--- src/rtl/pkg_config.sv ---
// Shared core configuration: instruction width and the program-loader FSM encoding.
package pkg_config;

    localparam int INST_WIDTH = 32;

    typedef enum logic [1:0] {
        ST_IDLE    = 2'd0,
        ST_COLLECT = 2'd1,
        ST_WRITE   = 2'd2,
        ST_DONE    = 2'd3
    } imem_loader_state_t;

endpackage

--- src/rtl/imem_loader.sv ---
// Packs a little-endian byte stream into instruction words and writes them to
// consecutive word addresses of instruction memory, holding the core in reset until done.
module imem_loader
    import pkg_config::*;
#(
    parameter int MEM_SIZE   = 1024,
    parameter int ADDR_WIDTH = $clog2(MEM_SIZE)
) (
    input  logic                  clk_i,
    input  logic                  rst_i,
    input  logic                  start_i,
    input  logic [ADDR_WIDTH-1:0] len_i,
    input  logic [7:0]            byte_i,
    input  logic                  byte_valid_i,
    output logic                  byte_ready_o,
    output logic                  wr_en_o,
    output logic [ADDR_WIDTH-1:0] wr_addr_o,
    output logic [INST_WIDTH-1:0] wr_data_o,
    output logic                  busy_o,
    output logic                  done_o,
    output logic                  err_o,
    output logic                  core_rst_o
);

    localparam logic [ADDR_WIDTH-1:0] LP_CAP_WORDS = ADDR_WIDTH'(MEM_SIZE / 4);

    imem_loader_state_t r_state;

    logic [ADDR_WIDTH-1:0] r_cnt;
    logic [ADDR_WIDTH-1:0] r_addr;
    logic [ADDR_WIDTH-1:0] r_len;
    logic [1:0]            r_idx;
    logic [INST_WIDTH-9:0] r_asm;

    logic                  r_byte_ready;
    logic                  r_wr_en;
    logic [ADDR_WIDTH-1:0] r_wr_addr;
    logic [INST_WIDTH-1:0] r_wr_data;
    logic                  r_busy;
    logic                  r_done;
    logic                  r_err;
    logic                  r_core_rst;

    logic                  w_len_zero;
    logic                  w_len_over;
    logic                  w_byte_xfer;
    logic [ADDR_WIDTH-1:0] w_cnt_next;

    assign w_len_zero  = (len_i == '0);
    assign w_len_over  = (len_i > LP_CAP_WORDS);
    assign w_byte_xfer = byte_valid_i && r_byte_ready;
    assign w_cnt_next  = r_cnt + ADDR_WIDTH'(1);

    always_ff @(posedge clk_i) begin
        if (rst_i) begin
            r_state      <= ST_IDLE;
            r_cnt        <= '0;
            r_addr       <= '0;
            r_len        <= '0;
            r_idx        <= '0;
            r_asm        <= '0;
            r_byte_ready <= 1'b0;
            r_wr_en      <= 1'b0;
            r_wr_addr    <= '0;
            r_wr_data    <= '0;
            r_busy       <= 1'b0;
            r_done       <= 1'b0;
            r_err        <= 1'b0;
            r_core_rst   <= 1'b1;
        end else begin
            r_wr_en <= 1'b0;
            case (r_state)
                // A restart from DONE takes the same decision as a start from IDLE.
                ST_IDLE, ST_DONE: begin
                    if (start_i) begin
                        if (w_len_zero) begin
                            r_state    <= ST_DONE;
                            r_done     <= 1'b1;
                            r_err      <= 1'b0;
                            r_core_rst <= 1'b0;
                        end else if (w_len_over) begin
                            r_state    <= ST_DONE;
                            r_done     <= 1'b1;
                            r_err      <= 1'b1;
                            r_core_rst <= 1'b1;
                        end else begin
                            r_state      <= ST_COLLECT;
                            r_cnt        <= '0;
                            r_addr       <= '0;
                            r_idx        <= '0;
                            r_len        <= len_i;
                            r_byte_ready <= 1'b1;
                            r_busy       <= 1'b1;
                            r_done       <= 1'b0;
                            r_err        <= 1'b0;
                            r_core_rst   <= 1'b1;
                        end
                    end
                end

                ST_COLLECT: begin
                    if (w_byte_xfer) begin
                        r_idx <= r_idx + 2'd1;
                        case (r_idx)
                            2'd0: r_asm[7:0]   <= byte_i;
                            2'd1: r_asm[15:8]  <= byte_i;
                            2'd2: r_asm[23:16] <= byte_i;
                            default: begin
                                // Last byte goes straight into the write word.
                                r_state      <= ST_WRITE;
                                r_byte_ready <= 1'b0;
                                r_wr_en      <= 1'b1;
                                r_wr_addr    <= r_addr;
                                r_wr_data    <= {byte_i, r_asm};
                            end
                        endcase
                    end
                end

                ST_WRITE: begin
                    r_cnt  <= w_cnt_next;
                    r_addr <= r_addr + ADDR_WIDTH'(4);
                    if (w_cnt_next == r_len) begin
                        r_state    <= ST_DONE;
                        r_busy     <= 1'b0;
                        r_done     <= 1'b1;
                        r_err      <= 1'b0;
                        r_core_rst <= 1'b0;
                    end else begin
                        r_state      <= ST_COLLECT;
                        r_byte_ready <= 1'b1;
                    end
                end

                default: begin
                    r_state <= ST_IDLE;
                end
            endcase
        end
    end

    assign byte_ready_o = r_byte_ready;
    assign wr_en_o      = r_wr_en;
    assign wr_addr_o    = r_wr_addr;
    assign wr_data_o    = r_wr_data;
    assign busy_o       = r_busy;
    assign done_o       = r_done;
    assign err_o        = r_err;
    assign core_rst_o   = r_core_rst;

endmodule

--- config.mk ---
export PLATFORM = sky130hd
export DESIGN_NAME = imem_loader
export DESIGN_NICKNAME = d
export VERILOG_FILES = /design/src/rtl/pkg_config.sv /design/src/rtl/imem_loader.sv
export SDC_FILE = /design/constraint.sdc
export NUM_CORES = 1
export LEC_CHECK = 0
export CAP_MARGIN = 20
export CORE_MARGIN = 2
export CORE_UTILIZATION = 53
export DETAILED_ROUTE_END_ITERATION = 10
export HOLD_SLACK_MARGIN = 0.1
export PLACE_DENSITY = 0.79
export SLEW_MARGIN = 20
export SYNTH_ARGS = -nofsm -noshare
export SYNTH_HDL_FRONTEND = slang
export SYNTH_SLANG_ARGS = --single-unit
export TNS_END_PERCENT = 100
--- constraint.sdc ---
create_clock -name clk_i -period 3 [get_ports clk_i]
set_input_delay 0.6 -clock clk_i [delete_from_list [all_inputs] [get_ports clk_i]]
set_output_delay 0.6 -clock clk_i [all_outputs]
set_load 0.01 [all_outputs]
==> impl_metrics.ini, run 1 <==
[power]
p_seq_share_pct = 48.0
cellLeakagePower_nw = 1.81
peakVddDrop_v = 0.000272
swShare_pct = 31.9
power.density_mw_per_mm2 = 583
finalPower_mw = 3.12
p_int_mw = 2.12
power.switching_mw = 0.993
power_frac_comb_pct = 22.7
p_clk_share_pct = 29.2

[clock_tree]
ctsHoldBuffers = 0
htree_num_levels = 3
cts-buffers-inserted = 9
insertion_delay_ns = 0.38
post_cts_resized = 0
cts_setup_buffers = 0
cts_tree = done
clockRootBuffer = clkbuf_8
cts_num_sinks = 102
path_clk_slew_ns = 0.10
cts.path.max_buffers = 2

[cells_and_area]
layout-drive-gt1-share_pct = 5.55
area_delta_synth_final_pct = 21.2
final_common_cell = nand2_1
fin_nets = 639
antenna_cells = 0
fill_cells = 697
layout_common_cells = nand2_1, dfxtp_1, a21oi_1
layout.cells.non_filler = 718

[critical_path]
reg2reg_depth = 7
ff2ff_setup_slack_ns = 0.49
worstSetupStartpointType = input port
timing.rr.end = core_rst_o$_SDFFE_PP1P_
slowest_stage = or4_4
end_kind = flop
r2r-start = r_cnt[0]$_SDFFE_PP0P_
critPathTopFamily = simple AND/OR/NAND/NOR gates
worstPathCellList = clkdlybuf4s50_1 > or4_4 > o21a_2 > o41ai_4 > nand2_2 > or4_1 > a21oi_1
worstSetupPathType = in2reg
cp_max_fo = 9
worst-path-buf-inv = 1
arrival_ns = 2.92
cp.required_ns = 3.28
slowest_delay_ns = 0.56

[detailed_routing]
routed_wirelength_mm = 10.0
vias_per_cell = 5.48
via_count = 3933
first_iter_violations = 241
drt.antenna.violating_nets = 0
firstDrtPassIters = 4
drc = 0
wl_per_cell_um = 14.0

[grt]
grt.met2_usage_pct = 40.5
antenna_found_initial = 0
track_usage_pct = 23.4
busiest_layer = met2
gr-usage-met1_pct = 28.9
grt_util_met3_pct = 3.95
grt_pass1_wl_mm = 16.8
grt-ovfl-total = 0
grt_start_max_net_pins = 51
grt_pass1_vias = 3765

[floorplan]
die_h_um = 95.3
fp.dieW_um = 95.3
core-area_mm2 = 0.00813
dieArea_mm2 = 0.00907
start_util_pct = 54.3
ios = 70
row_count = 33

[logic_synthesis]
post_synth_num_cell_types = 53
synth_area_mm2 = 0.00441
avgSynthCellArea_um2 = 7.91
synthArstFlopShare_pct = 0
ys_ff_latch = 102
syn-instance-count = 558
synth_edf_count = 0
ys_warn_count = 0
ys_seq_area_share_pct = 46.3
synth_flop_cell = dfxtp_1

[worst_hold_path]
min_to = wr_data_o[4]$_SDFFE_PP0P_
holdPathStages = 2
hp-start = wr_data_o[4]$_SDFFE_PP0P_
hp-class = reg2reg

[sta]
rsz0062_at_grt = false
finClkSkew_ns = 0.0246
worst_pin_slew_ns = 0.598
fin_crit_sh_pct = 87.9
hold_ws_ns = 0.458
fin_crit_ns = 2.64
relSlewSlack_pct = 59.8
hold_viol_final = 0
finalSetupViolCount = 0
drv_slew = 0
setup_tns_ns = 0
max_freq_mhz = 379

[status]
status = finished clean

[place]
dp_hpwl_mm = 7.19
gp_congestion = 0.898
placed_cells = 702
io_buffers = 67

[job]
max_cap_viol_count = 0
## kinds of logic (layout without fill, tap and decap cells)
family | after synthesis | in the layout | share of synthesized area [%]
DFF | 102 | 102 | 46.3
AOI/OAI and AO/OA | 124 | 124 | 16.4
muxes | 10 | 10 | 2.30
xor gates and xnor gates | 17 | 17 | 3.37
and+or+nand+nor | 249 | 249 | 24.8
adders and majority gates | 9 | 9 | 2.55
buffers and inverters | 46 | 100 | 4.20
other | 1 | 2 | 0.0850
## cell usage after synthesis (3+ instances only)
library cell    n  area (um2)
o211ai_1        3        22.5
dfxtp_1       102        2040
nor2_1         32         120
a31oi_1         4        25.0
and3_1          6        37.5
nand4_1         9        56.3
and4_1          4        35.0
inv_1           8        30.0
xor2_1         10        87.6
clkbuf_1       34         128
or3_1           6        37.5
buf_4           3        22.5
xnor2_1         7        61.3
a21oi_1        86         430
mux2i_1         9        90.1
a211oi_1        4        30.0
ha_1            9         113
and2_1          5        31.3
nand2_1       160         601
o21ai_0         9        45.0
nand3_1        11        55.1
## final cells by class
cell class / instances / area [um2] / share of cell area [%]
clock inverter: 7 / 90.1 / 1.68
multi-input combinational: 411 / 2200 / 41.1
tap: 105 / 131 / 2.46
clock buffer: 9 / 124 / 2.32
timing repair buffer: 76 / 733 / 13.7
sequential: 102 / 2040 / 38.2
inverter: 8 / 30.0 / 0.561
## how the worst max path moves through the flow
stage | depth (start not counted) | endpoint | from
floorplan | 6 | r_cnt[7]$_SDFFE_PP0P_ | len_i[0]
global placement | 7 | r_cnt[7]$_SDFFE_PP0P_ | len_i[0]
detailed placement | 7 | r_cnt[7]$_SDFFE_PP0P_ | len_i[0]
CTS | 7 | r_cnt[7]$_SDFFE_PP0P_ | len_i[0]
global route | 7 | r_cnt[7]$_SDFFE_PP0P_ | len_i[4]
finish | 7 | r_cnt[7]$_SDFFE_PP0P_ | len_i[4]
## through the flow
stage | setup slack (ns) | instance area (um2) | utilization (%)
after detailed placement | 0.0115 | 5130 | 63.1
final | 0.363 | 5350 | 65.8
after global routing | 0.200 | 5350 | 65.8
after floorplan | 0.492 | 4420 | -
after CTS | 0.374 | 5350 | 65.8
after global placement | 0.0764 | 5130 | 63.1
## metal layers
metal / part of all wire (%) / vias up / wire, um
met1: 44 / 1818 / 4390
met4: 1.8 / 0 / 184
met3: 5.2 / 22 / 524
met5: 0 / - / 0
met2: 49 / 109 / 4940
li1: - / 1984 / -
## registers in the layout (all words and copies together), names as in the netlist
| signal | cells |
|---|---|
| r_asm | 24 |
| done_o | 1 |
| r_state | 2 |
| wr_en_o | 1 |
| r_cnt | 10 |
| r_idx | 2 |
| core_rst_o | 1 |
| wr_data_o | 32 |
| byte_ready_o | 1 |
| r_len | 10 |
| busy_o | 1 |
| wr_addr_o | 8 |
| r_addr | 8 |
| err_o | 1 |
## tightest hold or removal path, cell delays in order (launching register included)
cell and delay, ns:
dfxtp_1 0.32, nand2_1 0.05, a21oi_1 0.05
## power groups by stage
stage / sequential (mW) / clock (mW) / combinational [mW]
after floorplan: 1.52 / 0 / 0.471
after global placement: 1.52 / 0 / 0.685
after detailed placement: 1.52 / 0 / 0.703
after CTS: 1.49 / 0.923 / 0.707
after global routing: 1.50 / 0.981 / 0.794
final: 1.50 / 0.911 / 0.708
Power figures use the tool's default switching activity.
==> inputs of run 2 (changes only) <==
Settings changed: TNS_END_PERCENT 100 to default.
==> results of run 2 <==
The final DEF is identical to that of run 1; final timing and power are the same.
==> inputs of run 3 (changes only) <==
Settings changed: CTS_CLUSTER_DIAMETER from default to 150.
==> results of run 3 <==
The final DEF is identical to that of run 1; final timing and power are the same.
